===== src/rtl/ov2640_sccb_sequencer_if.sv =====
// Byte-level SCCB write handshake between the OV2640 config sequencer and the SCCB master.
interface ov2640_sccb_sequencer_if;
  logic       sccb_start;
  logic [7:0] sccb_id;
  logic [7:0] sccb_reg;
  logic [7:0] sccb_val;
  logic       sccb_busy;
  logic       sccb_done;
  logic       sccb_nack;

  modport master (
    output sccb_start, sccb_id, sccb_reg, sccb_val,
    input  sccb_busy, sccb_done, sccb_nack
  );

  modport slave (
    input  sccb_start, sccb_id, sccb_reg, sccb_val,
    output sccb_busy, sccb_done, sccb_nack
  );
endinterface


===== src/rtl/ov2640_sccb_sequencer.sv =====
// OV2640 power-up sequencer and config-ROM loader: PWDN/RESETB ordering, then one SCCB
// write per ROM entry with delay/end markers, NACK retry and resend-triggered reload.
module ov2640_sccb_sequencer #(
  parameter logic [7:0]  DEV_ID            = 8'h60,
  parameter int unsigned ROM_AW            = 8,
  parameter int unsigned PWDN_CYCLES       = 270000,
  parameter int unsigned RESET_CYCLES      = 270000,
  parameter int unsigned BOOT_CYCLES       = 27000,
  parameter int unsigned DELAY_UNIT_CYCLES = 27000,
  parameter int unsigned MAX_RETRY         = 3
) (
  input  logic                      i_clk,
  input  logic                      i_rst,
  input  logic                      i_resend,
  output logic [ROM_AW-1:0]         o_rom_addr,
  input  logic [15:0]               i_rom_data,
  ov2640_sccb_sequencer_if.master   sccb,
  output logic                      o_cam_pwdn,
  output logic                      o_cam_reset_n,
  output logic                      o_config_finished,
  output logic                      o_config_error
);

  localparam int unsigned DLY_W  = $clog2(255 * DELAY_UNIT_CYCLES + 1);
  localparam int unsigned PWR_MX = (PWDN_CYCLES > RESET_CYCLES) ?
                                   ((PWDN_CYCLES > BOOT_CYCLES) ? PWDN_CYCLES : BOOT_CYCLES) :
                                   ((RESET_CYCLES > BOOT_CYCLES) ? RESET_CYCLES : BOOT_CYCLES);
  localparam int unsigned PWR_W  = $clog2(PWR_MX + 1);
  localparam int unsigned CNT_W  = (DLY_W > PWR_W) ? DLY_W : PWR_W;
  localparam int unsigned RTY_W  = (MAX_RETRY > 0) ? $clog2(MAX_RETRY + 1) : 1;

  typedef enum logic [3:0] {
    S_PWR_DOWN, S_RST_HOLD, S_BOOT, S_FETCH, S_DECODE, S_ISSUE,
    S_WAIT_DONE, S_DELAY, S_NEXT, S_DONE, S_ERROR
  } state_t;

  state_t              r_state;
  logic [CNT_W-1:0]    r_cnt;
  logic [RTY_W-1:0]    r_retry;
  logic [ROM_AW-1:0]   r_rom_addr;
  logic                r_start;
  logic [7:0]          r_reg;
  logic [7:0]          r_val;
  logic                r_cam_pwdn;
  logic                r_cam_reset_n;
  logic                r_finished;
  logic                r_error;

  assign o_rom_addr        = r_rom_addr;
  assign o_cam_pwdn        = r_cam_pwdn;
  assign o_cam_reset_n     = r_cam_reset_n;
  assign o_config_finished = r_finished;
  assign o_config_error    = r_error;
  assign sccb.sccb_start   = r_start;
  assign sccb.sccb_id      = DEV_ID;
  assign sccb.sccb_reg     = r_reg;
  assign sccb.sccb_val     = r_val;

  // Single sequencer FSM; r_cnt is shared by the power timers and the delay marker.
  always_ff @(posedge i_clk) begin
    if (i_rst) begin
      r_state       <= S_PWR_DOWN;
      r_cnt         <= '0;
      r_retry       <= '0;
      r_rom_addr    <= '0;
      r_start       <= 1'b0;
      r_reg         <= '0;
      r_val         <= '0;
      r_cam_pwdn    <= 1'b1;
      r_cam_reset_n <= 1'b0;
      r_finished    <= 1'b0;
      r_error       <= 1'b0;
    end else begin
      r_start <= 1'b0;
      case (r_state)
        S_PWR_DOWN: begin
          if (r_cnt == CNT_W'(PWDN_CYCLES - 1)) begin
            r_cnt      <= '0;
            r_cam_pwdn <= 1'b0;
            r_state    <= S_RST_HOLD;
          end else begin
            r_cnt <= r_cnt + CNT_W'(1);
          end
        end
        S_RST_HOLD: begin
          if (r_cnt == CNT_W'(RESET_CYCLES - 1)) begin
            r_cnt         <= '0;
            r_cam_reset_n <= 1'b1;
            r_state       <= S_BOOT;
          end else begin
            r_cnt <= r_cnt + CNT_W'(1);
          end
        end
        S_BOOT: begin
          if (r_cnt == CNT_W'(BOOT_CYCLES - 1)) begin
            r_cnt   <= '0;
            r_state <= S_FETCH;
          end else begin
            r_cnt <= r_cnt + CNT_W'(1);
          end
        end
        // ROM output lands one cycle after the address; DECODE sees it registered.
        S_FETCH: r_state <= S_DECODE;
        S_DECODE: begin
          if (i_rom_data == 16'hFFFF) begin
            r_finished <= 1'b1;
            r_state    <= S_DONE;
          end else if (i_rom_data[15:8] == 8'hFE) begin
            r_cnt   <= CNT_W'(i_rom_data[7:0]) * CNT_W'(DELAY_UNIT_CYCLES);
            r_state <= S_DELAY;
          end else begin
            r_reg   <= i_rom_data[15:8];
            r_val   <= i_rom_data[7:0];
            r_state <= S_ISSUE;
          end
        end
        S_ISSUE: begin
          if (!sccb.sccb_busy) begin
            r_start <= 1'b1;
            r_state <= S_WAIT_DONE;
          end
        end
        S_WAIT_DONE: begin
          if (sccb.sccb_done) begin
            if (!sccb.sccb_nack) begin
              r_retry <= '0;
              r_state <= S_NEXT;
            end else if (r_retry < RTY_W'(MAX_RETRY)) begin
              r_retry <= r_retry + RTY_W'(1);
              r_state <= S_ISSUE;
            end else begin
              r_error <= 1'b1;
              r_state <= S_ERROR;
            end
          end
        end
        S_DELAY: begin
          if (r_cnt == '0) r_state <= S_NEXT;
          else             r_cnt   <= r_cnt - CNT_W'(1);
        end
        // Last ROM slot acts as an implicit end marker rather than wrapping.
        S_NEXT: begin
          if (r_rom_addr == {ROM_AW{1'b1}}) begin
            r_finished <= 1'b1;
            r_state    <= S_DONE;
          end else begin
            r_rom_addr <= r_rom_addr + ROM_AW'(1);
            r_state    <= S_FETCH;
          end
        end
        S_DONE, S_ERROR: begin
          if (i_resend) begin
            r_finished <= 1'b0;
            r_error    <= 1'b0;
            r_rom_addr <= '0;
            r_retry    <= '0;
            r_state    <= S_FETCH;
          end
        end
        default: r_state <= S_PWR_DOWN;
      endcase
    end
  end

endmodule


===== src/flat_wrapper.sv =====
// flat-port wrapper written by rule: the top's interface ports become plain ports
module ov2640_sccb_sequencer_flat 
#(
  parameter logic [7:0]  DEV_ID            = 8'h60,
  parameter int unsigned ROM_AW            = 8,
  parameter int unsigned PWDN_CYCLES       = 270000,
  parameter int unsigned RESET_CYCLES      = 270000,
  parameter int unsigned BOOT_CYCLES       = 27000,
  parameter int unsigned DELAY_UNIT_CYCLES = 27000,
  parameter int unsigned MAX_RETRY         = 3
)
  (i_clk, i_rst, i_resend, o_rom_addr, i_rom_data, o_cam_pwdn, o_cam_reset_n, o_config_finished, o_config_error, sccb_sccb_start, sccb_sccb_id, sccb_sccb_reg, sccb_sccb_val, sccb_sccb_busy, sccb_sccb_done, sccb_sccb_nack);
  ov2640_sccb_sequencer_if sccb_i ();
  input  logic i_clk;
  input  logic i_rst;
  input  logic i_resend;
  output logic [ROM_AW-1:0] o_rom_addr;
  input  logic [15:0] i_rom_data;
  output logic o_cam_pwdn;
  output logic o_cam_reset_n;
  output logic o_config_finished;
  output logic o_config_error;
  output wire logic [$bits(sccb_i.sccb_start)-1:0] sccb_sccb_start;
  output wire logic [$bits(sccb_i.sccb_id)-1:0] sccb_sccb_id;
  output wire logic [$bits(sccb_i.sccb_reg)-1:0] sccb_sccb_reg;
  output wire logic [$bits(sccb_i.sccb_val)-1:0] sccb_sccb_val;
  input wire logic [$bits(sccb_i.sccb_busy)-1:0] sccb_sccb_busy;
  input wire logic [$bits(sccb_i.sccb_done)-1:0] sccb_sccb_done;
  input wire logic [$bits(sccb_i.sccb_nack)-1:0] sccb_sccb_nack;
  assign sccb_sccb_start = sccb_i.sccb_start;
  assign sccb_sccb_id = sccb_i.sccb_id;
  assign sccb_sccb_reg = sccb_i.sccb_reg;
  assign sccb_sccb_val = sccb_i.sccb_val;
  assign sccb_i.sccb_busy = sccb_sccb_busy;
  assign sccb_i.sccb_done = sccb_sccb_done;
  assign sccb_i.sccb_nack = sccb_sccb_nack;
  ov2640_sccb_sequencer #(.DEV_ID(DEV_ID), .ROM_AW(ROM_AW), .PWDN_CYCLES(PWDN_CYCLES), .RESET_CYCLES(RESET_CYCLES), .BOOT_CYCLES(BOOT_CYCLES), .DELAY_UNIT_CYCLES(DELAY_UNIT_CYCLES), .MAX_RETRY(MAX_RETRY)) u_core (.i_clk(i_clk), .i_rst(i_rst), .i_resend(i_resend), .o_rom_addr(o_rom_addr), .i_rom_data(i_rom_data), .sccb(sccb_i), .o_cam_pwdn(o_cam_pwdn), .o_cam_reset_n(o_cam_reset_n), .o_config_finished(o_config_finished), .o_config_error(o_config_error));
endmodule

===== config.mk =====
export PLATFORM = sky130hd
export DESIGN_NAME = ov2640_sccb_sequencer_flat
export DESIGN_NICKNAME = d
export VERILOG_FILES = /design/src/rtl/ov2640_sccb_sequencer_if.sv /design/src/rtl/ov2640_sccb_sequencer.sv /design/src/flat_wrapper.sv
export SDC_FILE = /design/constraint.sdc
export NUM_CORES = 1
export LEC_CHECK = 0
export BUFFER_PORTS_ARGS = -buffer_cell sky130_fd_sc_hd__clkbuf_2
export CAP_MARGIN = 20
export CORE_MARGIN = 2
export CORE_UTILIZATION = 45
export DETAILED_ROUTE_END_ITERATION = 7
export SETUP_SLACK_MARGIN = 0.1
export SKIP_LAST_GASP = 1
export SLEW_MARGIN = 20
export SYNTH_ARGS = -nofsm -noshare
export SYNTH_HDL_FRONTEND = slang
export SYNTH_SLANG_ARGS = --single-unit

===== constraint.sdc =====
create_clock -name i_clk -period 5.5 [get_ports i_clk]
set_input_delay 0.55 -clock i_clk [delete_from_list [all_inputs] [get_ports i_clk]]
set_output_delay 0.55 -clock i_clk [all_outputs]
set_load 0.005 [all_outputs]

==> key figures <==
Critical path
  • CP Max Fanout: 7
  • Reg2reg end: u_core.r_cnt[19]
  • CP Class: in -> reg
  • Worst Path Required: 5.72 ns
  • Reg2reg setup slack: 2.40 ns
  • CP arrival: 4.92 ns
  • Startpoint types: primary input
  • CP Capture Type: register
  • FF-to-FF path depth: 8
  • Reg-to-Reg Start: u_core.r_cnt[1]

Placement
  • HPWL after DPL: 11700 um
  • Placed cell areas: 6260 um2
  • Routability Congestion: 0.883
  • Port Buffers: 50

Timing
  • Min Tclk post-route: 4.70 ns
  • Max-slew violations: 0
  • Clock skew: 0.00874 ns
  • Setup Viol. Count Final: 0
  • Max_slew headroom: 0.445
  • Final Cycle Share: 0.855
  • Slew @ Worst Pin: 0.825 ns
  • Final Hold Viols: 0
  • Peak Freq: 0.213 GHz
  • Setup TNS: 0 ns
  • RSZ-0062 raised after global routing: no

Logic synthesis
  • FF+latch count, synth: 58
  • Multiplexer share of the synthesized area: 0.0320
  • Main combinational cell family by area after synthesis: adder cells
  • Post-Syn Area per Cell: 7.97 um2
  • Sequential area share after synthesis: 0.195
  • Yosys warning total: 0
  • Synth cell types: 74
  • Synth Area in Simple Gates: 0.199
  • Post-synth EDFFs: 0
  • Post-synthesis xor/xnor area fraction: 0.0677
  • Synth Area in Adders: 0.208
  • Top_reg_cell synth: dfxtp_1
  • Post-Synthesis Cells: 747
  • Async SR Flop Fraction: 0
  • Compound-Gate Fraction of Synth Area: 0.203
  • Cell area after synthesis: 5950 um2

Min path
  • WHS Path Cells: 2
  • Hold Path Sink: u_core.sccb.sccb_start
  • Hold Startpoint: sccb_sccb_busy
  • Hold Path Class: in -> reg

Power and ir drop
  • Total power: 2.24 mW
  • LEAKAGE: 2.94 nW
  • Peak supply drop: 165 uV
  • Pwr/cell area: 341 nW/um2

Routing
  • Via count: 5275
  • Initial drt markers: 370
  • Average wire per standard cell: 15.8 um
  • Vias per inst: 5.54
  • Routed Antenna Nets: 0
  • Residual DRC: 0
  • Drt first pass iters: 5
  • Routed WL: 15100 um

Final layout
  • FF+latch area: 1160 um2
  • Final nets: 877
  • Multi-input gate area: 4260 um2
  • Layout cell share with drive strength beyond 1: 0.126
  • Max reg flops: 23
  • Most common cell after layout, fill and taps aside: inv_1
  • Fill count: 1281
  • Finished layout cell area: 6580 um2
  • Largest Register: u_core.r_cnt
  • Most frequent cells in the layout: inv_1 (78), nor2_1 (77), ha_1 (59)
  • Ant diodes: 0
  • Synth-to-layout area growth: 10.6%

Clock tree
  • CTS max path bufs: 2
  • CTS Buf Count: 9
  • Root Buffer: clkbuf_16
  • Clock Sinks: 58
  • Setup Fix Bufs, Post-CTS: 0
  • TritonCTS clock tree: yes
  • Worst-Skew Late Latency: 0.34 ns
  • Number of gates resized after CTS: 0
  • # H-tree levels: 3
  • Clock slew at reported path FFs: 0.06 ns
  • Post-CTS Hold Buffers: 0

GRT
  • Initial antenna violation count: 0
  • First-pass GRT wire length: 24900 um
  • GRT met1 Usage: 0.309
  • Number of global-route vias before repair: 4958
  • Global router's overall resource usage: 0.216
  • Largest net degree at the start of global routing: 60
  • Grt ovf: 0
  • Top Usage Layer GRT: met2
  • Met3 Use GR: 0.0378
  • GRT met2 Usage: 0.337

Floorplanning
  • Starting density of the core: 0.455
  • Core Area: 13100 um2
  • Top-level port count: 59
  • Die Y: 119 um
  • Row count: 42
  • Die Width: 119 um
  • Die area: 14200 um2

Run status
  • Outcome: finished clean

Flow run
  • Max Cap Violations: 0
==> metal layers <==
metal  vias up  wire length [um]  part of all wire
met2       123              6860              0.46
met4         0               172             0.011
met5         -                 0                 0
met3        16               659             0.044
li1       2659                 -                 -
met1      2477              7360              0.49
==> final cells by class <==
class | count | area share
multi-input cells | 564 | 0.647
flip-flops and latches | 58 | 0.176
repair buffers | 60 | 0.0494
inverters | 78 | 0.0445
clock buffers | 9 | 0.0342
well taps | 176 | 0.0334
clock inverters | 7 | 0.0156
==> worst max-delay path by stage <==
stage | startpoint | endpoint | slack, ns | cells past startpoint
2_1_floorplan | i_rom_data[5] | u_core.r_cnt[20] | 0.92 | 14
3_3_place_gp | i_rom_data[5] | u_core.r_cnt[19] | 0.63 | 15
3_5_place_dp | i_rom_data[5] | u_core.r_cnt[19] | 0.48 | 15
4_1_cts | i_rom_data[5] | u_core.r_cnt[19] | 0.81 | 15
5_1_grt | i_rom_data[5] | u_core.r_cnt[19] | 0.60 | 15
6_report | i_rom_data[5] | u_core.r_cnt[19] | 0.80 | 15
==> per-stage QoR <==
step	utilization	hold slack [ns]	setup WS (ns)	instances
2_1_floorplan	-	0.436	0.923	753
3_3_place_gp	0.478	0.442	0.632	936
3_5_place_dp	0.478	0.450	0.483	936
4_1_cts	0.503	0.389	0.807	952
5_1_grt	0.503	0.401	0.596	952
6_report	0.503	0.394	0.800	952
==> worst max-delay path, cell delays in order <==
cell and delay (ns):
clkbuf_2 0.16, fa_1 0.55, inv_1 0.07, fa_1 0.47, inv_1 0.05, fa_1 0.44, fa_1 0.47, ha_1 0.37
a2111oi_0 0.46, o21ai_0 0.21, a31oi_1 0.29, a21oi_1 0.17, a31oi_1 0.23, xnor2_1 0.09, a311o_1 0.34
==> Yosys cell counts, drive strengths merged, types with 10 or more instances <==
master   n  area, um2
a211oi  15        113
a21o    13       97.6
a21oi   41        209
buf     20        138
clkbuf  33        126
dfxtp   58       1160
fa      25        500
ha      59        738
inv     78        293
mux2i   19        190
nand2   45        169
nand2b  10       62.6
nand3   15       75.1
nand4   16        100
nor2    77        289
nor3    21        136
o21ai   35        175
xnor2   23        201
xor2    23        201
==> power breakdown <==
group	switching [mW]	leakage [nW]	internal, mW
logic	0.656	2.32	0.470
registers	0.0509	0.468	0.436
clock network	0.229	0.156	0.400
==> kinds of logic (layout without fill, tap and decap cells) <==
kind of cell / Yosys count / after routing
fa+ha+maj: 84 / 84
xor+xnor: 46 / 46
buf+inv: 131 / 154
compound gates: 175 / 175
mux: 19 / 19
simple gates: 232 / 232
other cells: 2 / 8
flops: 58 / 58
(Power assumes the default switching activity.)
